**config.mk**
```make
export PLATFORM = sky130hd
export DESIGN_NAME = dpram_acq_controller
export DESIGN_NICKNAME = d
export VERILOG_FILES = /design/src/rtl/dpram_acq_controller.sv
export SDC_FILE = /design/constraint.sdc
export NUM_CORES = 1
export LEC_CHECK = 0
export ABC_AREA = 1
export CAP_MARGIN = 20
export CELL_PAD_IN_SITES_DETAIL_PLACEMENT = 2
export CELL_PAD_IN_SITES_GLOBAL_PLACEMENT = 2
export CORE_UTILIZATION = 40
export DETAILED_ROUTE_END_ITERATION = 10
export DONT_BUFFER_PORTS = 1
export GPL_TIMING_DRIVEN = 0
export PLACE_DENSITY = 0.84
export SLEW_MARGIN = 20
export SYNTH_ARGS = -nofsm -noshare
export SYNTH_HDL_FRONTEND = slang
export SYNTH_SLANG_ARGS = --single-unit
```
**constraint.sdc**
```tcl
create_clock -name clk -period 5 [get_ports clk]
set_input_delay 1 -clock clk [delete_from_list [all_inputs] [get_ports clk]]
set_output_delay 1 -clock clk [all_outputs]
set_load 0.03 [all_outputs]
```
**src/rtl/dpram_acq_controller.sv**
```systemverilog
// Write-side sequencer for a circular acquisition buffer: arm, pre-trigger fill,
// wait for trigger, post-trigger capture, then freeze the window for read-out.
module dpram_acq_controller #(
    parameter int ADDRESS_WIDTH = 14,
    parameter int DATA_WIDTH    = 16
) (
    input  logic                     clk,
    input  logic                     rstN,
    input  logic                     arm,
    input  logic                     abort,
    input  logic                     trigger,
    input  logic                     sampleValid,
    input  logic [DATA_WIDTH-1:0]    sampleData,
    input  logic [ADDRESS_WIDTH-1:0] preTriggerCount,
    input  logic [ADDRESS_WIDTH-1:0] postTriggerCount,
    output logic                     wEnable,
    output logic [ADDRESS_WIDTH-1:0] wAddr,
    output logic [DATA_WIDTH-1:0]    wData,
    output logic                     busy,
    output logic                     done,
    output logic                     configError,
    output logic [ADDRESS_WIDTH-1:0] triggerAddr,
    output logic [ADDRESS_WIDTH-1:0] startAddr
);

    localparam logic [ADDRESS_WIDTH-1:0] ONE   = ADDRESS_WIDTH'(1);
    localparam logic [ADDRESS_WIDTH:0]   DEPTH = (ADDRESS_WIDTH+1)'(1) << ADDRESS_WIDTH;

    typedef enum logic [2:0] {
        S_IDLE,
        S_PRE,
        S_ARMED,
        S_POST,
        S_DONE
    } state_t;

    state_t                   state_reg, state_next;
    logic [ADDRESS_WIDTH-1:0] next_addr_reg, next_addr_next;
    logic [ADDRESS_WIDTH-1:0] count_reg, count_next;
    logic [ADDRESS_WIDTH-1:0] pre_reg, pre_next;
    logic [ADDRESS_WIDTH-1:0] post_reg, post_next;
    logic                     trig_pending_reg, trig_pending_next;
    logic                     config_error_next;
    logic [ADDRESS_WIDTH-1:0] trigger_addr_next;
    logic [ADDRESS_WIDTH-1:0] start_addr_next;
    logic                     write_en;
    logic [ADDRESS_WIDTH:0]   window_size;
    logic                     window_too_big;

    // Window = pre + trigger sample + post; one extra bit so the sum cannot wrap.
    assign window_size    = {1'b0, preTriggerCount} + {1'b0, postTriggerCount} + (ADDRESS_WIDTH+1)'(1);
    assign window_too_big = window_size > DEPTH;

    always_comb begin
        state_next        = state_reg;
        next_addr_next    = next_addr_reg;
        count_next        = count_reg;
        pre_next          = pre_reg;
        post_next         = post_reg;
        trig_pending_next = trig_pending_reg;
        config_error_next = configError;
        trigger_addr_next = triggerAddr;
        start_addr_next   = startAddr;
        write_en          = 1'b0;

        if (abort) begin
            state_next        = S_IDLE;
            trig_pending_next = 1'b0;
        end else begin
            unique case (state_reg)
                S_IDLE, S_DONE: begin
                    if (arm) begin
                        if (window_too_big) begin
                            config_error_next = 1'b1;
                            state_next        = S_IDLE;
                        end else begin
                            config_error_next = 1'b0;
                            pre_next          = preTriggerCount;
                            post_next         = postTriggerCount;
                            next_addr_next    = '0;
                            count_next        = '0;
                            trig_pending_next = 1'b0;
                            state_next        = (preTriggerCount == '0) ? S_ARMED : S_PRE;
                        end
                    end
                end
                S_PRE: begin
                    if (sampleValid) begin
                        write_en   = 1'b1;
                        count_next = count_reg + ONE;
                        if (count_reg + ONE == pre_reg) begin
                            count_next = '0;
                            state_next = S_ARMED;
                        end
                    end
                end
                S_ARMED: begin
                    if (sampleValid) begin
                        write_en = 1'b1;
                        if (trigger || trig_pending_reg) begin
                            trigger_addr_next = next_addr_reg;
                            start_addr_next   = next_addr_reg - pre_reg;
                            trig_pending_next = 1'b0;
                            count_next        = '0;
                            state_next        = (post_reg == '0) ? S_DONE : S_POST;
                        end
                    end else if (trigger) begin
                        // Remember a trigger that landed on an idle sample slot.
                        trig_pending_next = 1'b1;
                    end
                end
                S_POST: begin
                    if (sampleValid) begin
                        write_en   = 1'b1;
                        count_next = count_reg + ONE;
                        if (count_reg + ONE == post_reg) begin
                            state_next = S_DONE;
                        end
                    end
                end
                default: state_next = S_IDLE;
            endcase
        end

        if (write_en) begin
            next_addr_next = next_addr_reg + ONE;
        end
    end

    always_ff @(posedge clk or negedge rstN) begin
        if (!rstN) begin
            state_reg        <= S_IDLE;
            next_addr_reg    <= '0;
            count_reg        <= '0;
            pre_reg          <= '0;
            post_reg         <= '0;
            trig_pending_reg <= 1'b0;
            wEnable          <= 1'b0;
            wAddr            <= '0;
            wData            <= '0;
            busy             <= 1'b0;
            done             <= 1'b0;
            configError      <= 1'b0;
            triggerAddr      <= '0;
            startAddr        <= '0;
        end else begin
            state_reg        <= state_next;
            next_addr_reg    <= next_addr_next;
            count_reg        <= count_next;
            pre_reg          <= pre_next;
            post_reg         <= post_next;
            trig_pending_reg <= trig_pending_next;
            wEnable          <= write_en;
            if (write_en) begin
                wAddr <= next_addr_reg;
                wData <= sampleData;
            end
            // Status follows the state being entered so it lines up with the write it reflects.
            busy        <= (state_next == S_PRE) || (state_next == S_ARMED) || (state_next == S_POST);
            done        <= (state_next == S_DONE);
            configError <= config_error_next;
            triggerAddr <= trigger_addr_next;
            startAddr   <= start_addr_next;
        end
    end

endmodule

```
# Word level (Yosys, flattened, before mapping)
# Index checks and enable logic that the tools add are counted.
# Widths: inputs -> output; s select.
dict set report word_totals {
  regBits 122
  input_bits 50
  out_inout_bits 62
}
dict set report op_classes {
  n_addsub 5
  n_lt_le_gt_ge 1
  eq_ne 22
  mux 34
  n_bitwise 2
  n_reduce_logical 18
}
# cell n
set op_table {}
lappend op_table {{$mux 14} 10}
lappend op_table {{$pmux 14 s4} 1}
lappend op_table {{$add 14x1->14 const B} 2}
lappend op_table {{$eq 14x14->1} 2}
lappend op_table {{$logic_not 14->1} 2}
lappend op_table {{$mux 3} 9}
lappend op_table {{$add 14x14->15} 1}
lappend op_table {{$add 15x1->15 const B} 1}
lappend op_table {{$gt 15x15->1 const B} 1}
lappend op_table {{$ne 2x2->1 const B} 7}
lappend op_table {{$sub 14x14->14} 1}
lappend op_table {{$eq 3x2->1 const B} 4}
lappend op_table {{$pmux 3 s4} 1}
lappend op_table {{$reduce_and 4->1} 3}
lappend op_table {{$mux 1} 10}
lappend op_table {{$ne 4x4->1 const B} 2}
lappend op_table {{$reduce_and 8->1} 1}
lappend op_table {{$eq 3x1->1 const B} 2}
lappend op_table {{$eq 3x3->1 const B} 2}
lappend op_table {{$ne 3x3->1 const B} 2}
lappend op_table {{$reduce_and 5->1} 1}
lappend op_table {{$mux 2} 2}
lappend op_table {{$reduce_bool 2->1} 2}
lappend op_table {{$reduce_bool 4->1} 1}
lappend op_table {{9 further kinds} 12}

# Logic depth before layout (Yosys ltp)
dict set report depth {
  ltp_word 10
  depth_mapped 21
  ltp_nobuf 20
}

# Least setup slack after synthesis
# OpenSTA, ideal clock, no wires.
dict set report synth_timing {
  path_kind {input port to flip-flop}
  from {in preTriggerCount[0]}
  to {reg next_addr_reg[7]}
  setup_ns 0.136
  arrival_ns 2.893
  required_ns 4.864
  slack_ns 1.971
  cell_stages 20
  n_path_buf 2
  path_cell_list {inv_1 -> ha_1 -> inv_1 -> fa_1 -> nand2_1 -> inv_1 -> nand2_1 -> nand2_1 -> nand2_1 -> nand2_1 -> nor2_1 -> nand3_1 -> nor2_2 -> nand3_2 -> nand2_2 -> nand2_2 -> buf_6 -> nand2_2 -> buf_6 -> o32ai_1}
}
dict set report synth_between {
  elab_chain_cells 5
}
# item line_no
set synth_rtl {}
lappend synth_rtl {{start, declared} 14} ;# input logic [ADDRESS_WIDTH-1:0] preTriggerCount,
lappend synth_rtl {{$add 14x14->15} 51} ;# assign window_size = {1'b0, preTriggerCount} + {1'b0, postTriggerCount} + (ADDRESS_WIDTH+1)'(1);
lappend synth_rtl {{$add 15x1->15} 51}
lappend synth_rtl {{$gt 15x15->1} 52} ;# assign window_too_big = window_size > DEPTH;
lappend synth_rtl {{$ne 2x2->1 (no line)} --}
lappend synth_rtl {{$reduce_and 4->1 (no line)} --}
lappend synth_rtl {{end signal, assigned} 148} ;# next_addr_reg <= next_addr_next;
lappend synth_rtl {{end, declared} 38} ;# logic [ADDRESS_WIDTH-1:0] next_addr_reg, next_addr_next;
# Every way passes these cells.
# A chain may end at the register's enable or synchronous reset.

# Final worst setup path
dict set report layout_timing {
  from {in postTriggerCount[0]}
  to {reg next_addr_reg[12]}
}
dict set report layout_between {
  elab_chain_cells 5
}
# item line_no
set layout_rtl {}
lappend layout_rtl {{start, declared} 15} ;# input logic [ADDRESS_WIDTH-1:0] postTriggerCount,
lappend layout_rtl {{$add 14x14->15} 51}
lappend layout_rtl {{$add 15x1->15} 51}
lappend layout_rtl {{$gt 15x15->1} 52}
lappend layout_rtl {{$ne 2x2->1 (no line)} --}
lappend layout_rtl {{$reduce_and 4->1 (no line)} --}
# Every way passes these cells.

==> metrics.md <==
| Metric | Value |
|---|---|
| Combinational power share | `20.5%` |
| Initial Utilization | `40.8%` |
| Largest net degree at the start of global routing | `123` |
| # IOs | `112` |
| Ys Warns | `0` |
| Synth top area share | `41.7%` |
| Area of placed instances | `7610 um2` |
| Initial DRC count | `424` |
| Syn_area_per_cell | `7.48 um2` |
| ANT nets after route | `0` |
| Area of the multi-input gates | `3670 um2` |
| CTS resizes | `0` |
| Hold Fails Final Rpt | `0` |
| Critical Path RT | `5.28 ns` |
| H-tree Lvls | `4` |
| WS Path Type | `input pin to flip-flop` |
| Vert. Die Dim | `137 um` |
| HP Class | `input pin to asynchronous set/reset pin` |
| Main flop type after synthesis | `dfrtp_1` |
| CP startpoint | `postTriggerCount[0]` |
| Max_cap viols | `0` |
| Post-route DRC | `0` |
| Leakage | `4.09 nW` |
| Global route hottest layer | `met2` |
| HPWL Detailed | `19,600 um` |
| Outcome | `finished clean` |
| Startpoint types | `input pin` |
| Hold Worst Slack | `0.249 ns` |
| Ant diodes | `0` |
| Most flop-heavy register | `wData` |
| Mapped Cells | `979` |
| Util after Layout | `45.9%` |
| Switch Pwr | `1.33 mW` |
| Most numerous cell in the Yosys netlist | `nand2_1` |
| Largest register FFs | `16` |
| CTS Buf Count | `17` |
| Clock Tree Buf Depth | `2` |
| Clock power share | `38.7%` |
| Sw frac | `38.0%` |
| Area Overhead vs Synth | `12.5%` |
| Post-CTS Setup Inserts | `0` |
| Core area | `18,000 um2` |
| Part of the power in registers | `40.8%` |
| Cell area after synthesis | `7320 um2` |
| Tmin final | `3.14 ns` |
| Largest area contributor in the netlist | `dfrtp_1` |
| Peak supply drop | `278 uV` |
| Fin area | `8240 um2` |
| Average vias per placed instance | `5.69` |
| Initial antenna violation count | `0` |
| Critical path endpoint category | `flip-flop` |
| Max-slew violations | `0` |
| All-Layer GR Usage | `32.1%` |
| Final WL | `28,700 um` |
| Clk pin slew, worst setup/hold paths | `0.07 ns` |
| Clock skew | `0.0122 ns` |
| Post-synth net total | `1,060` |
| Die X | `137 um` |
| Wirelength per Cell | `23.2 um` |
| FF+latch area | `3050 um2` |
| Clock tree sinks | `122` |
| Yosys reg bits | `122` |
| Post-synthesis sequential area ratio | `41.7%` |
| CTS root buffer | `clkbuf_16` |
| DR pass1 iterations | `5` |
| Cell Rows | `49` |
| Slew HR | `47.2%` |
| Pint | `2.18 mW` |
| Setup TNS | `0 ns` |
| FF-to-FF End | `busy` |
| Final-stage net count | `1,079` |
| Period utilization | `62.9%` |
| Layout cells sized above 1 | `8.51%` |
| Met1 usage | `38.7%` |
| Number of port buffers | `0` |
| Vias | `7,054` |
| Pwr dens | `426 nW/um2` |
| First-pass GRT wire length | `44,800 um` |
| CTS tree | `done` |
| Number of global-route vias before repair | `7,950` |
| GPL Wtd Cong | `0.820` |
| Number of hold buffers added after CTS | `0` |
| Most common library cells after synthesis | `nand2_1 (316), dfrtp_1 (122), inv_1 (122), o21ai_0 (78), nor2_1 (66)` |
| CP arrival | `3.42 ns` |
| Die footprint | `18,800 um2` |
| Dominant cells by area after synthesis | `dfrtp_1 (42%), nand2_1 (16%), inv_1 (6.3%)` |
| FFs w/ async S/R, synth | `100%` |
| Fill cell count | `2,096` |
| RR Startpoint | `count_reg[0]` |
| Synth cell types | `45` |
| Worst Reg-to-Reg Cells | `17` |
| Unrepaired setup endpoints after global routing | `no` |
| Fmax | `318 MHz` |
| Met3 Use GR | `7.10%` |
| Gr ovfl total | `0` |
| # setup viols final | `0` |
| R2R Setup Slk | `2.11 ns` |
| Tightest Pin Transition | `0.784 ns` |
| Skew-Pair Late Insertion Delay | `0.44 ns` |
| Post-synth EDFFs | `0` |
| Grt met2 use | `55.3%` |
| Worst Path Max Fanout | `10` |
-- power by group through the flow --
stage | registers (mW) | logic [mW] | clock network, mW
after floorplan | 1.40 | 0.486 | 0
after global placement | 1.44 | 0.624 | 0
after detailed placement | 1.44 | 0.675 | 0
after CTS | 1.43 | 0.718 | 1.37
after global routing | 1.45 | 0.794 | 1.41
final | 1.43 | 0.718 | 1.36
-- routing by layer --
| metal | part of all wire [%] | wire, um | vias to the layer above |
|---|---|---|---|
| met4 | 2.4 | 677 | 0 |
| li1 | - | - | 3202 |
| met1 | 43 | 12300 | 3622 |
| met5 | 0 | 0 | - |
| met3 | 4.7 | 1360 | 57 |
| met2 | 50 | 14400 | 173 |
-- metrics by stage --
| stage | power (mW) | instances | setup WS (ns) |
|---|---|---|---|
| after floorplan | 1.88 | 979 | 1.97 |
| after global placement | 2.06 | 1208 | 1.56 |
| after detailed placement | 2.12 | 1208 | 1.44 |
| after CTS | 3.53 | 1240 | 1.82 |
| after global routing | 3.65 | 1240 | 1.63 |
| final | 3.51 | 1240 | 1.86 |
-- worst max-delay path, stage by stage --
cell and delay (ns):
inv_1 0.06, ha_1 0.15, inv_1 0.08, fa_1 0.40, nand2_1 0.10, inv_1 0.06, nand2_1 0.08, nand2_1 0.08
nand2_1 0.07, nand2_1 0.05, nor2_1 0.14, nand3_1 0.13, nor2_2 0.15, nand3_2 0.13, nand2_2 0.11, nand2_2 0.09
buf_6 0.16, nand2_2 0.10, buf_6 0.17, o22ai_1 0.11
-- how the worst max path moves through the flow --
stage	end	slack, ns	depth (start not counted)
detailed placement	next_addr_reg[8]	1.44	20
floorplan	next_addr_reg[7]	1.97	20
global route	next_addr_reg[12]	1.63	20
global placement	next_addr_reg[6]	1.56	18
CTS	next_addr_reg[12]	1.82	20
finish	next_addr_reg[12]	1.86	20
-- area by class of cell --
| class | instances | share of cell area [%] |
|---|---|---|
| multi-input combinational | 710 | 44.6 |
| sequential | 122 | 37.1 |
| inverter | 127 | 5.79 |
| clock buffer | 17 | 5.16 |
| tap | 229 | 3.48 |
| clock inverter | 15 | 2.46 |
| buffer | 20 | 1.47 |
-- cell usage in the layout, fill, tap and decap left out, drive strengths merged, types with 2 or more instances in the layout --
master and n:
nand2 330, inv 133, dfrtp 122, o21ai 87, nor2 75, nand3 57
ha 29, clkbuf 28, xor2 25, a21oi 24, nand4 18, nor3 16
buf 9, o22ai 8, nor4 8, a31oi 7, clkinv 6, nand3b 4
bufinv 3, or2 3, o21a 2, o31ai 2, xnor2 2, a21o 2
o32ai 2, o211ai 2, fa 2
-- cells by family (layout without fill, tap and decap cells) --
| logic type | after synthesis | after routing | share of synthesized area, % |
|---|---|---|---|
| adder cells (fa/ha/maj) | 31 | 31 | 5.50 |
| XOR/XNOR | 27 | 27 | 3.23 |
| AO/OA/AOI/OAI | 140 | 140 | 10.7 |
| AND/OR/NAND/NOR | 512 | 512 | 30.7 |
| flip-flops | 122 | 122 | 41.7 |
| buffers and inverters | 147 | 179 | 8.17 |
Note: power is estimated with default switching activity, not from simulation.
